## src/rtl/idu_hazard_ctrl_pkg.sv

```systemverilog
// Shared types and constants for the IDU1 issue/hazard controller.
package idu_hazard_ctrl_pkg;

  localparam int unsigned REG_ADDR_W = 5;
  localparam int unsigned NUM_REGS   = 32;

  // Decoded issue payload, drivable straight from the IDU0 output register fields.
  typedef struct packed {
    logic                  valid;
    logic                  rs1;
    logic [REG_ADDR_W-1:0] rs1_addr;
    logic                  rs2;
    logic [REG_ADDR_W-1:0] rs2_addr;
    logic                  rd;
    logic [REG_ADDR_W-1:0] rd_addr;
    logic                  load;
    logic                  div;
    logic                  mul;
  } hazard_issue_t;

  typedef struct packed {
    logic                  valid;
    logic [REG_ADDR_W-1:0] rd_addr;
    logic                  load;
  } hazard_wb_t;

  function automatic logic [NUM_REGS-1:0] reg_onehot(input logic [REG_ADDR_W-1:0] addr);
    return NUM_REGS'(1) << addr;
  endfunction

endpackage

```

## src/rtl/busy_counter.sv

```systemverilog
// Down-counter occupancy tracker: loads a cycle count, counts to zero, flags busy.
module busy_counter #(
  parameter int unsigned W = 6
) (
  input  logic         clk,
  input  logic         rst,
  input  logic         load,
  input  logic [W-1:0] load_val,
  output logic         busy
);

  logic [W-1:0] cnt_q;
  logic [W-1:0] cnt_d;

  always_comb begin
    cnt_d = cnt_q;
    if (load) begin
      cnt_d = load_val;
    end else if (cnt_q != '0) begin
      cnt_d = cnt_q - W'(1);
    end
  end

  // busy is kept as its own flop so it has no combinational input path
  always_ff @(posedge clk) begin
    if (rst) begin
      cnt_q <= '0;
      busy  <= 1'b0;
    end else begin
      cnt_q <= cnt_d;
      busy  <= (cnt_d != '0);
    end
  end

endmodule

```

## src/rtl/idu_hazard_ctrl.sv

```systemverilog
// IDU1 issue controller: register scoreboard, divider occupancy, load credit; drives stall/fire.
// Optional IDU_HAZARD_WB_BYPASS_EN lets a same-cycle writeback resolve a RAW/WAW hazard.
module idu_hazard_ctrl
  import idu_hazard_ctrl_pkg::*;
#(
  parameter int unsigned DIV_CYCLES = 34,
  parameter int unsigned MAX_LOADS  = 2
) (
  input  logic                  clk,
  input  logic                  rst,
  input  logic                  issue_valid,
  input  logic                  issue_rs1,
  input  logic                  issue_rs2,
  input  logic [REG_ADDR_W-1:0] issue_rs1_addr,
  input  logic [REG_ADDR_W-1:0] issue_rs2_addr,
  input  logic                  issue_rd,
  input  logic [REG_ADDR_W-1:0] issue_rd_addr,
  input  logic                  issue_load,
  input  logic                  issue_div,
  input  logic                  issue_mul,
  input  logic                  pipe_flush,
  input  logic                  wb_valid,
  input  logic [REG_ADDR_W-1:0] wb_rd_addr,
  input  logic                  wb_load,
  output logic                  pipe_stall,
  output logic                  issue_fire,
  output logic                  div_busy,
  output logic [NUM_REGS-1:0]   pending_mask
);

  localparam int unsigned DIV_W = $clog2(DIV_CYCLES);
  localparam int unsigned LD_W  = 3;

  hazard_issue_t iss;
  hazard_wb_t    wb;

  logic [NUM_REGS-1:0] pending_q;
  logic [NUM_REGS-1:0] pending_d;
  logic [NUM_REGS-1:0] wb_clr;
  logic [NUM_REGS-1:0] long_set;
  logic [NUM_REGS-1:0] hz_pend;
  logic [LD_W-1:0]     ld_cnt_q;
  logic                long_op;
  logic                raw1, raw2, waw, sdiv, sld;
  logic                div_fire, ld_inc, ld_dec;

  assign iss = '{valid: issue_valid, rs1: issue_rs1, rs1_addr: issue_rs1_addr,
                 rs2: issue_rs2, rs2_addr: issue_rs2_addr, rd: issue_rd,
                 rd_addr: issue_rd_addr, load: issue_load, div: issue_div,
                 mul: issue_mul};
  assign wb  = '{valid: wb_valid, rd_addr: wb_rd_addr, load: wb_load};

  // x0 is never tracked, so a writeback to it is a no-op
  always_comb begin
    wb_clr = '0;
    if (wb.valid) begin
      wb_clr = reg_onehot(wb.rd_addr);
    end
    wb_clr[0] = 1'b0;
  end

`ifdef IDU_HAZARD_WB_BYPASS_EN
  assign hz_pend = pending_q & ~wb_clr;
`else
  assign hz_pend = pending_q;
`endif

  assign long_op = iss.load | iss.div | iss.mul;
  assign raw1    = iss.rs1 & hz_pend[iss.rs1_addr];
  assign raw2    = iss.rs2 & hz_pend[iss.rs2_addr];
  assign waw     = iss.rd & hz_pend[iss.rd_addr];
  assign sdiv    = iss.div & div_busy;
  assign sld     = iss.load & (ld_cnt_q == LD_W'(MAX_LOADS));

  assign pipe_stall = ~pipe_flush & iss.valid & (raw1 | raw2 | waw | sdiv | sld);
  assign issue_fire = iss.valid & ~pipe_flush & ~pipe_stall;

  // Set after clear, so a same-register issue beats the writeback
  always_comb begin
    long_set = '0;
    if (issue_fire && long_op && iss.rd && (iss.rd_addr != '0)) begin
      long_set = reg_onehot(iss.rd_addr);
    end
    pending_d = (pending_q & ~wb_clr) | long_set;
  end

  always_ff @(posedge clk) begin
    if (rst) begin
      pending_q <= '0;
    end else begin
      pending_q <= pending_d;
    end
  end

  assign pending_mask = pending_q;

  assign div_fire = issue_fire & iss.div;

  busy_counter #(
    .W (DIV_W)
  ) u_div_busy (
    .clk      (clk),
    .rst      (rst),
    .load     (div_fire),
    .load_val (DIV_W'(DIV_CYCLES - 1)),
    .busy     (div_busy)
  );

  assign ld_inc = issue_fire & iss.load;
  assign ld_dec = wb.valid & wb.load;

  // Saturating load credit; a simultaneous issue and writeback cancel out
  always_ff @(posedge clk) begin
    if (rst) begin
      ld_cnt_q <= '0;
    end else if (ld_inc && !ld_dec) begin
      if (ld_cnt_q != LD_W'(MAX_LOADS)) begin
        ld_cnt_q <= ld_cnt_q + LD_W'(1);
      end
    end else if (ld_dec && !ld_inc) begin
      if (ld_cnt_q != '0) begin
        ld_cnt_q <= ld_cnt_q - LD_W'(1);
      end
    end
  end

  // A load writeback with nothing in flight means the LSU handshake is broken
  always_ff @(posedge clk) begin
    if (!rst) begin
      assert (!(ld_dec && !ld_inc && (ld_cnt_q == '0)));
    end
  end

endmodule
```

## config.mk

```make
export PLATFORM = sky130hd
export DESIGN_NAME = idu_hazard_ctrl
export DESIGN_NICKNAME = d
export VERILOG_FILES = /design/src/rtl/idu_hazard_ctrl_pkg.sv /design/src/rtl/busy_counter.sv /design/src/rtl/idu_hazard_ctrl.sv
export SDC_FILE = /design/constraint.sdc
export NUM_CORES = 1
export LEC_CHECK = 0
export CAP_MARGIN = 15
export CORE_MARGIN = 5
export CORE_UTILIZATION = 40
export DETAILED_ROUTE_END_ITERATION = 7
export PLACE_DENSITY = 0.78
export SYNTH_ARGS = -nofsm -noshare
export SYNTH_HDL_FRONTEND = slang
export SYNTH_SLANG_ARGS = --single-unit
```

## constraint.sdc

```tcl
create_clock -name clk -period 3.35 [get_ports clk]
set_clock_uncertainty 0.05 [all_clocks]
set_input_delay 0.5025 -clock clk [delete_from_list [all_inputs] [get_ports clk]]
set_output_delay 0.5025 -clock clk [all_outputs]
set_load 0.05 [all_outputs]
```

==> impl_results.html <==
<table>
<tr><th>Metric</th><th>Value</th></tr>
<tr><th colspan="2">Worst setup path</th></tr>
<tr><td>Kind of cell with the highest combined delay on the critical path</td><td>buffers and inverters</td></tr>
<tr><td>Slowest stage delay, CP</td><td>0.39 ns</td></tr>
<tr><td>Critical path required time</td><td>2.80 ns</td></tr>
<tr><td>Number of cells on the worst reg-to-reg path</td><td>13</td></tr>
<tr><td>Critical path capture point type</td><td>primary output</td></tr>
<tr><td>Worst path slowest cell</td><td>o41ai_4</td></tr>
<tr><td>Slack of the worst reg-to-reg path</td><td>0.40 ns</td></tr>
<tr><td>Reg2reg start</td><td>pending_mask[11]</td></tr>
<tr><td>Class of the most critical setup path</td><td>input port to primary output</td></tr>
<tr><td>Worst path bufs/invs</td><td>5</td></tr>
<tr><td>Maximum net fanout on the critical path</td><td>8</td></tr>
<tr><td>End of the worst register-to-register path</td><td>ld_cnt_q[2]</td></tr>
<tr><td>CP Cell Sequence</td><td>dlygate4sd2_1 &gt; buf_12 &gt; mux2_2 &gt; a2bb2oi_1 &gt; and4b_2 &gt; o41ai_4 &gt; buf_4 &gt; a31oi_1 &gt; buf_4 &gt; buf_12</td></tr>
<tr><td>Crit start category</td><td>input port</td></tr>
<tr><td>Arrival time reported for the critical path endpoint</td><td>2.64 ns</td></tr>
<tr><th colspan="2">GRT</th></tr>
<tr><td>Aggregate global-route resource usage</td><td>0.211</td></tr>
<tr><td>Global route overflow</td><td>0</td></tr>
<tr><td>Maximum number of pins on one net before global-route repair</td><td>35</td></tr>
<tr><td>Number of antenna violations at the first check in global routing</td><td>0</td></tr>
<tr><td>First-pass GRT wire length</td><td>14,900 um</td></tr>
<tr><td>Number of global-route vias before repair</td><td>3,054</td></tr>
<tr><th colspan="2">Run</th></tr>
<tr><td>Maxcap violations</td><td>0</td></tr>
<tr><th colspan="2">Detailed routing</th></tr>
<tr><td>WL per Instance</td><td>19.0 um</td></tr>
<tr><td>Total Wirelength</td><td>9320 um</td></tr>
<tr><td>Detail-routed via count per cell</td><td>6.14</td></tr>
<tr><td>DRC violations left</td><td>0</td></tr>
<tr><td>Starting DRT DRC Count</td><td>307</td></tr>
<tr><td>Pre-Repair DR Iteration Count</td><td>7</td></tr>
<tr><td>Overall via count from detail_route</td><td>3,010</td></tr>
<tr><td>Antenna Violating Nets Remaining</td><td>0</td></tr>
<tr><th colspan="2">Floorplan</th></tr>
<tr><td>Number of top-level design ports</td><td>67</td></tr>
<tr><td>Overall die height</td><td>94.2 um</td></tr>
<tr><td>Row count</td><td>30</td></tr>
<tr><td>Horiz. Die Dim</td><td>94.2 um</td></tr>
<tr><td>Initial standard-cell utilization of the core</td><td>0.413</td></tr>
<tr><td>Core footprint</td><td>6870 um2</td></tr>
<tr><td>DIE AREA</td><td>8880 um2</td></tr>
<tr><th colspan="2">Synthesis</th></tr>
<tr><td>Count of flip-flops with a built-in enable after synthesis</td><td>0</td></tr>
<tr><td>Number of standard cells after synthesis</td><td>306</td></tr>
<tr><td>Total number of yosys warnings</td><td>0</td></tr>
<tr><td>Mean Syn Cell Area</td><td>9.28 um2</td></tr>
<tr><td>Distinct cell type count of the synthesized netlist</td><td>51</td></tr>
<tr><td>Synth Flop Type</td><td>dfxtp_1</td></tr>
<tr><td>Flops &amp; latches, synth</td><td>42</td></tr>
<tr><td>Post-synth top area share</td><td>0.296</td></tr>
<tr><td>Async set or reset register ratio after synthesis</td><td>0</td></tr>
<tr><td>Synthesized net count</td><td>342</td></tr>
<tr><td>Largest cells by area after synthesis</td><td>dfxtp_1 30%, mux4_2 13%, mux2i_1 7.1%</td></tr>
<tr><td>Share of synthesized area occupied by flip-flops and latches</td><td>0.296</td></tr>
<tr><td>Post-synthesis cell area</td><td>2840 um2</td></tr>
<tr><td>Leading area contributor after synthesis</td><td>dfxtp_1</td></tr>
<tr><th colspan="2">Clock tree</th></tr>
<tr><td>Maximum count of clock buffers along a single path</td><td>2</td></tr>
<tr><td>H-tree depth reported by CTS</td><td>2</td></tr>
<tr><td>Root cell of the clock tree</td><td>clkbuf_8</td></tr>
<tr><td>Clock slew seen by the registers of the worst setup and hold paths</td><td>0.08 ns</td></tr>
<tr><td>Number of sinks handled by clock tree synthesis</td><td>42</td></tr>
<tr><td>Clock tree from TritonCTS</td><td>done</td></tr>
<tr><td>TritonCTS buffer count</td><td>5</td></tr>
<tr><td>Clk Latency, worst-skew pair</td><td>0.30 ns</td></tr>
<tr><th colspan="2">Power and ir drop</th></tr>
<tr><td>Worst IR Drop VDD</td><td>0.000418 V</td></tr>
<tr><td>Power after layout</td><td>1.49 mW</td></tr>
<tr><td>Power density normalized to cell area</td><td>374 nW/um2</td></tr>
<tr><td>Static Leakage</td><td>1.44 nW</td></tr>
<tr><th colspan="2">STA</th></tr>
<tr><td>Ratio of final minimum period to clock period</td><td>0.954</td></tr>
<tr><td>Final setup violation count</td><td>0</td></tr>
<tr><td>Maximum frequency from static timing analysis</td><td>0.313 GHz</td></tr>
<tr><td>Worst slew slack as a fraction of its limit</td><td>0.360</td></tr>
<tr><td>Number of hold violations in the final report</td><td>0</td></tr>
<tr><td>Setup total negative slack</td><td>0 ns</td></tr>
<tr><td>Pins over their slew limit</td><td>0</td></tr>
<tr><td>Slew at the pin closest to its max-slew limit</td><td>0.959 ns</td></tr>
<tr><td>Setup repair after global routing missed its margin</td><td>false</td></tr>
<tr><td>Fin crit period</td><td>3.20 ns</td></tr>
<tr><th colspan="2">Placement</th></tr>
<tr><td>Buffers added on ports</td><td>66</td></tr>
<tr><td>Half-perimeter wire length after detailed placement</td><td>7150 um</td></tr>
<tr><td>Final weighted congestion in routability-driven placement</td><td>0.868</td></tr>
<tr><td>Placed instance count</td><td>477</td></tr>
<tr><th colspan="2">Worst hold path</th></tr>
<tr><td>Destination of the worst hold path</td><td>ld_cnt_q[2]</td></tr>
<tr><td>Type of the tightest min-delay check</td><td>register to register</td></tr>
<tr><td>Number of stages on the worst hold path</td><td>2</td></tr>
<tr><td>Worst Min Path Start</td><td>ld_cnt_q[2]</td></tr>
<tr><th colspan="2">Layout</th></tr>
<tr><td>Commonest cells after routing, fill and taps aside</td><td>57 x clkdlybuf4s50_1, 42 x dfxtp_1, 26 x buf_4, 23 x nand3_1, 22 x nand2_1</td></tr>
<tr><td>Proportion of layout cells with a drive suffix above 1</td><td>0.206</td></tr>
<tr><td>Number of fill cells in the layout</td><td>595</td></tr>
<tr><td>Net count reported at finish</td><td>429</td></tr>
<tr><td>Layout Cells excl Fill</td><td>490</td></tr>
<tr><td>Most common cell after layout, fill and taps aside</td><td>clkdlybuf4s50_1</td></tr>
<tr><td>Area growth from synthesis to layout</td><td>40.5%</td></tr>
<tr><td>Inserted Diodes</td><td>0</td></tr>
<tr><th colspan="2">Outcome</th></tr>
<tr><td>Run status</td><td>complete, no violations</td></tr>
</table>
[metrics by stage]
stage	utilization	instance area, um2	hold WS [ns]	worst slack, ns
finish	0.581	3990	0.474	0.154
global route	0.581	3990	0.489	0.00981
CTS	0.570	3910	0.475	0.0327
detailed placement	0.552	3790	0.457	-0.487
global placement	0.552	3790	0.449	-0.368
floorplan	-	2840	0.430	0.0505
[where the power goes]
part	switching, mW	internal [mW]
clock	0.190	0.149
combinational	0.288	0.270
sequential	0.0494	0.544
total	0.527	0.964
[repair_timing]
item | in CTS | in global routing
pin swaps | 3 | 3
hold buffers | 0 | 0
setup endpoints to repair | 4 | 5
resized for setup | 12 | 13
buffers inserted | 0 | 5
[tightest hold or removal path: cells and delay by family, from the launching register on]
kind / cells / cell delay (ns)
flip-flops: 1 / 0.36
XOR/XNOR: 1 / 0.07
AND/OR/NAND/NOR: 1 / 0.07
[worst max-delay path by stage]
stage / startpoint / endpoint / slack, ns / cells past startpoint
2_1_floorplan: issue_rs2_addr[1] / ld_cnt_q[2] / 0.05 / 15
3_3_place_gp: issue_rs2_addr[1] / ld_cnt_q[2] / -0.37 / 14
3_5_place_dp: issue_rs2_addr[1] / ld_cnt_q[2] / -0.49 / 14
4_1_cts: issue_rd_addr[0] / ld_cnt_q[2] / 0.03 / 15
5_1_grt: issue_rs1_addr[3] / ld_cnt_q[2] / 0.01 / 15
6_report: issue_rd_addr[1] / pipe_stall / 0.15 / 10
[routing by layer]
layer  part of all wire  up-vias  wire [um]  global-route usage
met5                  0        -          0                   0
met4              0.027        0        253              0.0770
met3              0.096       38        893              0.0409
met2               0.47      176       4410               0.359
met1               0.40     1440       3760               0.262
li1                   -     1356          -                   -
[cell type report]
class                      count  area (um2)  share of cell area
multi-input combinational    242        1960               0.492
timing repair buffer          96         951               0.238
sequential                    42         841               0.211
tap                           96         120              0.0301
clock buffer                   5        68.8              0.0173
clock inverter                 3        23.8             0.00596
inverter                       6        22.5             0.00565
[Yosys cell counts, types with 6 or more instances]
cell type / count
nand2_1: 23
nand3_1: 24
nor2_1: 15
nor3_1: 7
dfxtp_1: 42
o211ai_1: 12
inv_1: 6
mux4_2: 17
nand4_1: 8
clkbuf_1: 9
nor2b_1: 7
nand2b_1: 8
o21ai_0: 21
xnor2_1: 7
o21ai_1: 10
mux2i_1: 20
[logic make-up (layout without fill, tap and decap cells)]
logic type	after synthesis	after routing	synth area share
and+or+nand+nor	117	117	0.227
AOI/OAI and AO/OA	70	70	0.171
DFF	42	42	0.296
muxes	41	41	0.221
buffers and inverters	22	110	0.0335
xor gates and xnor gates	10	10	0.0309
adders and majority gates	4	4	0.0203
[flip-flops by register name, indices dropped and copies added, names as in the netlist]
register	cells
ld_cnt_q	3
pending_mask	32
u_div_busy.busy	1
u_div_busy.cnt_q	6
Note: power is estimated with default switching activity, not from simulation.
